File: config.mk
export PLATFORM = sky130hd
export DESIGN_NAME = conv_window_buffer
export DESIGN_NICKNAME = d
export VERILOG_FILES = /design/src/rtl/conv_window_buffer.sv
export SDC_FILE = /design/constraint.sdc
export NUM_CORES = 2
export LEC_CHECK = 0
export ABC_AREA = 1
export CAP_MARGIN = 20
export CORE_ASPECT_RATIO = 0.75
export CORE_MARGIN = 2
export CORE_UTILIZATION = 32
export CTS_CLUSTER_SIZE = 14
export DETAILED_ROUTE_END_ITERATION = 6
export PLACE_DENSITY = 0.48
export SLEW_MARGIN = 20
export SYNTH_ARGS = -nofsm -noshare
export SYNTH_HDL_FRONTEND = slang
export SYNTH_SLANG_ARGS = --single-unit
File: constraint.sdc
create_clock -name clk -period 4.8 [get_ports clk]
set_input_delay 0.96 -clock clk [delete_from_list [all_inputs] [get_ports clk]]
set_output_delay 0.96 -clock clk [all_outputs]
set_load 0.005 [all_outputs]
File: src/rtl/conv_window_buffer.sv
// Sliding 3x3 window former: two line buffers plus a 3x3 register array over a raster pixel stream.
// Optional macro CONV_WIN_COUNT_EN adds a per-frame window handshake counter output (win_count).
module conv_window_buffer #(
    parameter int unsigned IMG_W = 28,
    parameter int unsigned IMG_H = 28,
    parameter int unsigned PIX_W = 24
) (
    input  logic               clk,
    input  logic               rst,
    input  logic               frame_start,
    input  logic [PIX_W-1:0]   pix_in,
    input  logic               pix_valid,
    output logic               pix_ready,
    output logic [9*PIX_W-1:0] win_out,
    output logic               win_valid,
    input  logic               win_ready,
    output logic [4:0]         win_row,
    output logic [4:0]         win_col,
`ifdef CONV_WIN_COUNT_EN
    output logic [9:0]         win_count,
`endif
    output logic               frame_done
);

    localparam logic [4:0] ColLast = 5'(IMG_W - 1);
    localparam logic [4:0] RowLast = 5'(IMG_H - 1);

    typedef enum logic [1:0] {StIdle, StStream, StFlush} state_e;

    state_e             state_q, state_d;
    logic [4:0]         row_q, row_d, col_q, col_d;
    logic [PIX_W-1:0]   win_q [9];
    logic [PIX_W-1:0]   win_d [9];
    logic               win_valid_q, win_valid_d;
    logic [4:0]         win_row_q, win_row_d, win_col_q, win_col_d;
    logic               frame_done_q, frame_done_d;
    logic [PIX_W-1:0]   line_a_q [IMG_W];
    logic [PIX_W-1:0]   line_b_q [IMG_W];
    logic               accept;

    // A stalled window blocks intake so the window registers never shift under it.
    assign pix_ready = (state_q == StStream) && (!win_valid_q || win_ready);
    assign accept    = pix_valid && pix_ready;

    always_comb begin
        state_d      = state_q;
        row_d        = row_q;
        col_d        = col_q;
        win_d        = win_q;
        win_valid_d  = win_valid_q;
        win_row_d    = win_row_q;
        win_col_d    = win_col_q;
        frame_done_d = 1'b0;

        if (win_valid_q && win_ready) begin
            win_valid_d = 1'b0;
        end

        unique case (state_q)
            StIdle: begin
                if (frame_start) begin
                    state_d = StStream;
                    row_d   = '0;
                    col_d   = '0;
                end
            end
            StStream: begin
                if (accept) begin
                    if (col_q == ColLast) begin
                        col_d = '0;
                        row_d = row_q + 5'd1;
                        if (row_q == RowLast) begin
                            state_d = StFlush;
                        end
                    end else begin
                        col_d = col_q + 5'd1;
                    end
                end
            end
            StFlush: begin
                if (!win_valid_q || win_ready) begin
                    state_d      = StIdle;
                    frame_done_d = 1'b1;
                end
            end
            default: state_d = StIdle;
        endcase

        if (accept) begin
            for (int r = 0; r < 3; r++) begin
                win_d[3*r]     = win_q[3*r+1];
                win_d[3*r + 1] = win_q[3*r+2];
            end
            win_d[2] = line_b_q[col_q];
            win_d[5] = line_a_q[col_q];
            win_d[8] = pix_in;
            // Columns 0-1 still hold the previous row's pixels, so they never emit.
            if (row_q >= 5'd2 && col_q >= 5'd2) begin
                win_valid_d = 1'b1;
                win_row_d   = row_q - 5'd2;
                win_col_d   = col_q - 5'd2;
            end
        end
    end

    always_ff @(posedge clk) begin
        if (rst) begin
            state_q      <= StIdle;
            row_q        <= '0;
            col_q        <= '0;
            win_q        <= '{default: '0};
            win_valid_q  <= 1'b0;
            win_row_q    <= '0;
            win_col_q    <= '0;
            frame_done_q <= 1'b0;
        end else begin
            state_q      <= state_d;
            row_q        <= row_d;
            col_q        <= col_d;
            win_q        <= win_d;
            win_valid_q  <= win_valid_d;
            win_row_q    <= win_row_d;
            win_col_q    <= win_col_d;
            frame_done_q <= frame_done_d;
        end
    end

    // Line buffer contents are never observable before being overwritten, so no reset.
    always_ff @(posedge clk) begin
        if (accept) begin
            line_b_q[col_q] <= line_a_q[col_q];
            line_a_q[col_q] <= pix_in;
        end
    end

`ifdef CONV_WIN_COUNT_EN
    logic [9:0] win_count_q, win_count_d;

    always_comb begin
        win_count_d = win_count_q;
        if (win_valid_q && win_ready) begin
            win_count_d = win_count_q + 10'd1;
        end
        if (state_q == StIdle && frame_start) begin
            win_count_d = '0;
        end
    end

    always_ff @(posedge clk) begin
        if (rst) begin
            win_count_q <= '0;
        end else begin
            win_count_q <= win_count_d;
        end
    end

    assign win_count = win_count_q;
`endif

    always_comb begin
        win_out = '0;
        for (int i = 0; i < 9; i++) begin
            win_out[PIX_W*i +: PIX_W] = win_q[i];
        end
    end

    assign win_valid  = win_valid_q;
    assign win_row    = win_row_q;
    assign win_col    = win_col_q;
    assign frame_done = frame_done_q;

endmodule

==> results.ini <==
[routing]
postRouteAntennaNets = 0
routed_via_density = 4.89
detail_route.drc_violations = 0
wirelength_mm = 210
drt_pre_antenna_iters = 5
num_vias = 44200
drt_iter0_markers = 4882
drt-wirelength-per-cell_um = 23.2

[clocking]
clock-sinks = 1589
cts_htree_levels = 4
clock_transition_at_the_register_clock_pins_on_the_worst_setup_and_hold_paths_after_cts_ns = 0.06
cts-resized-gates = 0
numCtsBuffers = 165
ctsRootBufferMaster = sky130_fd_sc_hd__clkbuf_16
post_cts.repair.setup_buffers = 0
cts.path.max_buffers = 3
postCtsHoldBufs = 0
clk-insertion-delay-late_ns = 0.82
tritoncts = done

[global_route]
grt_pass1_vias = 41500
grt_max_degree = 131
grt_antenna_before_repair = 14
grt-ovfl-total = 0
total_routing_usage_gr = 0.202
grt_pass1_wl_mm = 302

[setup_path]
worst_setup_sp_type = register
arrival_ns = 3.82
critPathMaxFanout = 121
startpoint = col_q[0]$_SDFFE_PP0N_
regToRegStartpoint = col_q[0]$_SDFFE_PP0N_
critical_path_class = register to register
endpoint_kind = register
critical_path_required_ns = 5.25

[layout]
instances_no_fill = 9032
area_delta_synth_final_pct = 17.6
layout.area.seq_mm2 = 0.0453
area_of_the_multi_input_gates_mm2 = 0.0154
layout-drive-gt1-share = 0.0730
fillerInstances = 19500
design_area_final_mm2 = 0.0755
fin_nets = 6274

[logic_synthesis]
yosys_warnings = 0
synth_top_family_by_area = simple AND/OR/NAND/NOR gates
postSynthRegisterBits = 1589
post_synth.cell_area_avg_um2 = 10.7
ys_top_cells_by_count = sky130_fd_sc_hd__nand2_1, sky130_fd_sc_hd__edfxtp_1, sky130_fd_sc_hd__nand3_1
synth-main-ff-cell = sky130_fd_sc_hd__edfxtp_1
synthMuxAreaShare = 0
synthMostInstantiatedCell = sky130_fd_sc_hd__nand2_1
synth_cells = 6009
number_of_enable_type_register_cells_in_the_synthesized_netlist = 1344
async_flop_share = 0
yosysUniqueCellTypes = 35
synth_area_mm2 = 0.0642
synth_top_cell_area_share = 0.628
yosysTopAreaCell = sky130_fd_sc_hd__edfxtp_1
post_synth_fa_ha_maj_area_fraction = 0.00214
synth_fp_nets = 6049
synth-compound-area-share = 0.0542
synth_sequential_area_ratio = 0.705
yosys.area_share.simple = 0.180
yosys-top-cells-area = sky130_fd_sc_hd__edfxtp_1, sky130_fd_sc_hd__nand2_1, sky130_fd_sc_hd__dfxtp_1, sky130_fd_sc_hd__nand3_1, sky130_fd_sc_hd__inv_1
synthXorXnorAreaFrac = 0.000546

[power_and_ir_drop]
peak_supply_drop_v = 0.000431
powerDensity_mw_per_mm2 = 403
comb_power_share = 0.082
total_leakage_power_nw = 28.1
power.share.clock = 0.414
total_power_mw = 30.4
power.sequential.fraction = 0.504
power.net_switching_mw = 7.46
internal_power_mw = 23.0
switching_share = 0.245

[timing]
setup-tns-final_ns = 0
finalSetupViolCount = 0
max-slew-margin-rel = 0.269
worst_pin_slew_ns = 1.10
rsz_0062_raised_after_global_routing = no
fmax_mhz = 296
final.setup_skew_ns = 0.0373
final_max_slew_viols = 0
timing.final.crit_share = 0.703
period_minus_slack_ns = 3.37
holdWs_ns = 0.445
hold_viol = 0

[die]
die_width_um = 521
dieHeight_um = 392
core-area_mm2 = 0.200
placementRows = 142
initial_utilization = 0.322
boundaryPins = 258
total_die_area_mm2 = 0.204

[placement]
placed_cells = 8730
port_buffers = 257
dpl_cell_area_mm2 = 0.0703
gp_congestion = 0.821
dpl.hpwl_mm = 125

[job]
max_cap_violation_count = 0

[min_path]
holdCritPathClass = register to register
worstHoldStart = state_q[0]$_SDFFE_PP0P_

[outcome]
outcome = finished, final reports clean

metrics by stage:
step	setup slack, ns	util
after floorplan	0.547	-
after global placement	1.08	0.352
after detailed placement	1.08	0.352
after CTS	1.43	0.378
after global routing	1.31	0.379
final	1.43	0.379
flip-flops by register name, indices dropped and copies added (netlist names), named ones only:
name / cells
frame_done: 1
line_b_q: 672
row_q: 5
win_valid: 1
line_a_q: 672
win_col: 5
win_row: 5
col_q: 5
state_q: 2
win_out: 216
worst max-delay path: stages (launching register included):
cell                      delay [ns]
sky130_fd_sc_hd__dfxtp_4        0.74
sky130_fd_sc_hd__buf_12         0.49
sky130_fd_sc_hd__ha_1           0.24
sky130_fd_sc_hd__nand2_1        0.43
sky130_fd_sc_hd__nor2_4         0.53
sky130_fd_sc_hd__buf_12         0.39
final cells by class:
cell class | count | share of cell area
sequential | 1589 | 0.600
multi-input combinational | 3491 | 0.204
timing repair buffer | 412 | 0.0540
clock inverter | 85 | 0.00933
antenna | 2 | 0.0000663
clock buffer | 214 | 0.0595
tap | 2664 | 0.0441
inverter | 575 | 0.0290
kinds of logic after synthesis:
| logic type | Yosys count |
|---|---|
| DFF | 1589 |
| xor gates and xnor gates | 4 |
| and+or+nand+nor | 2826 |
| adders and majority gates | 11 |
| buffers and inverters | 929 |
| AOI/OAI and AO/OA | 650 |
routing by layer:
metal	track usage	share of wire	up-vias
li1	-	-	20600
met1	0.312	0.48	21800
met2	0.290	0.42	1555
met3	0.0418	0.081	203
met4	0.0407	0.016	2
met5	0	0.000062	-
cell usage in the layout, fill, tap and decap left out, types with 26 or more instances in the layout:
cell type | Yosys | routed
sky130_fd_sc_hd__a21oi_1 | 228 | 228
sky130_fd_sc_hd__buf_12 | 0 | 32
sky130_fd_sc_hd__buf_4 | 15 | 123
sky130_fd_sc_hd__clkbuf_1 | 141 | 36
sky130_fd_sc_hd__clkbuf_16 | 0 | 171
sky130_fd_sc_hd__clkdlybuf4s50_1 | 0 | 244
sky130_fd_sc_hd__clkinv_1 | 3 | 43
sky130_fd_sc_hd__dfxtp_1 | 245 | 236
sky130_fd_sc_hd__edfxtp_1 | 1344 | 1344
sky130_fd_sc_hd__inv_1 | 563 | 561
sky130_fd_sc_hd__nand2_1 | 1753 | 1750
sky130_fd_sc_hd__nand3_1 | 684 | 684
sky130_fd_sc_hd__nor2_1 | 360 | 330
sky130_fd_sc_hd__nor2_4 | 1 | 29
sky130_fd_sc_hd__o211ai_1 | 26 | 26
sky130_fd_sc_hd__o21a_1 | 35 | 35
sky130_fd_sc_hd__o21ai_0 | 281 | 281
sky130_fd_sc_hd__o22ai_1 | 54 | 54
power by group through the flow:
stage / Combinational (mW) / Sequential [mW] / Clock, mW
2_1_floorplan: 1.36 / 15.6 / 0
3_3_place_gp: 2.49 / 15.6 / 0
3_5_place_dp: 2.50 / 15.6 / 0
4_1_cts: 2.51 / 15.3 / 12.8
5_1_grt: 2.73 / 15.3 / 13.3
6_report: 2.49 / 15.3 / 12.6
worst paths after layout:
path	end	depth (start not counted)	slack [ns]
hold reg to reg	frame_done$_SDFF_PP0_	1	0.44
setup reg to reg	line_a_q[5][14]$_DFFE_PP_	5	1.43
setup / recovery	line_a_q[5][14]$_DFFE_PP_	5	1.43
hold / removal	frame_done$_SDFF_PP0_	1	0.44
No activity file was read; power rests on OpenSTA's default activity.
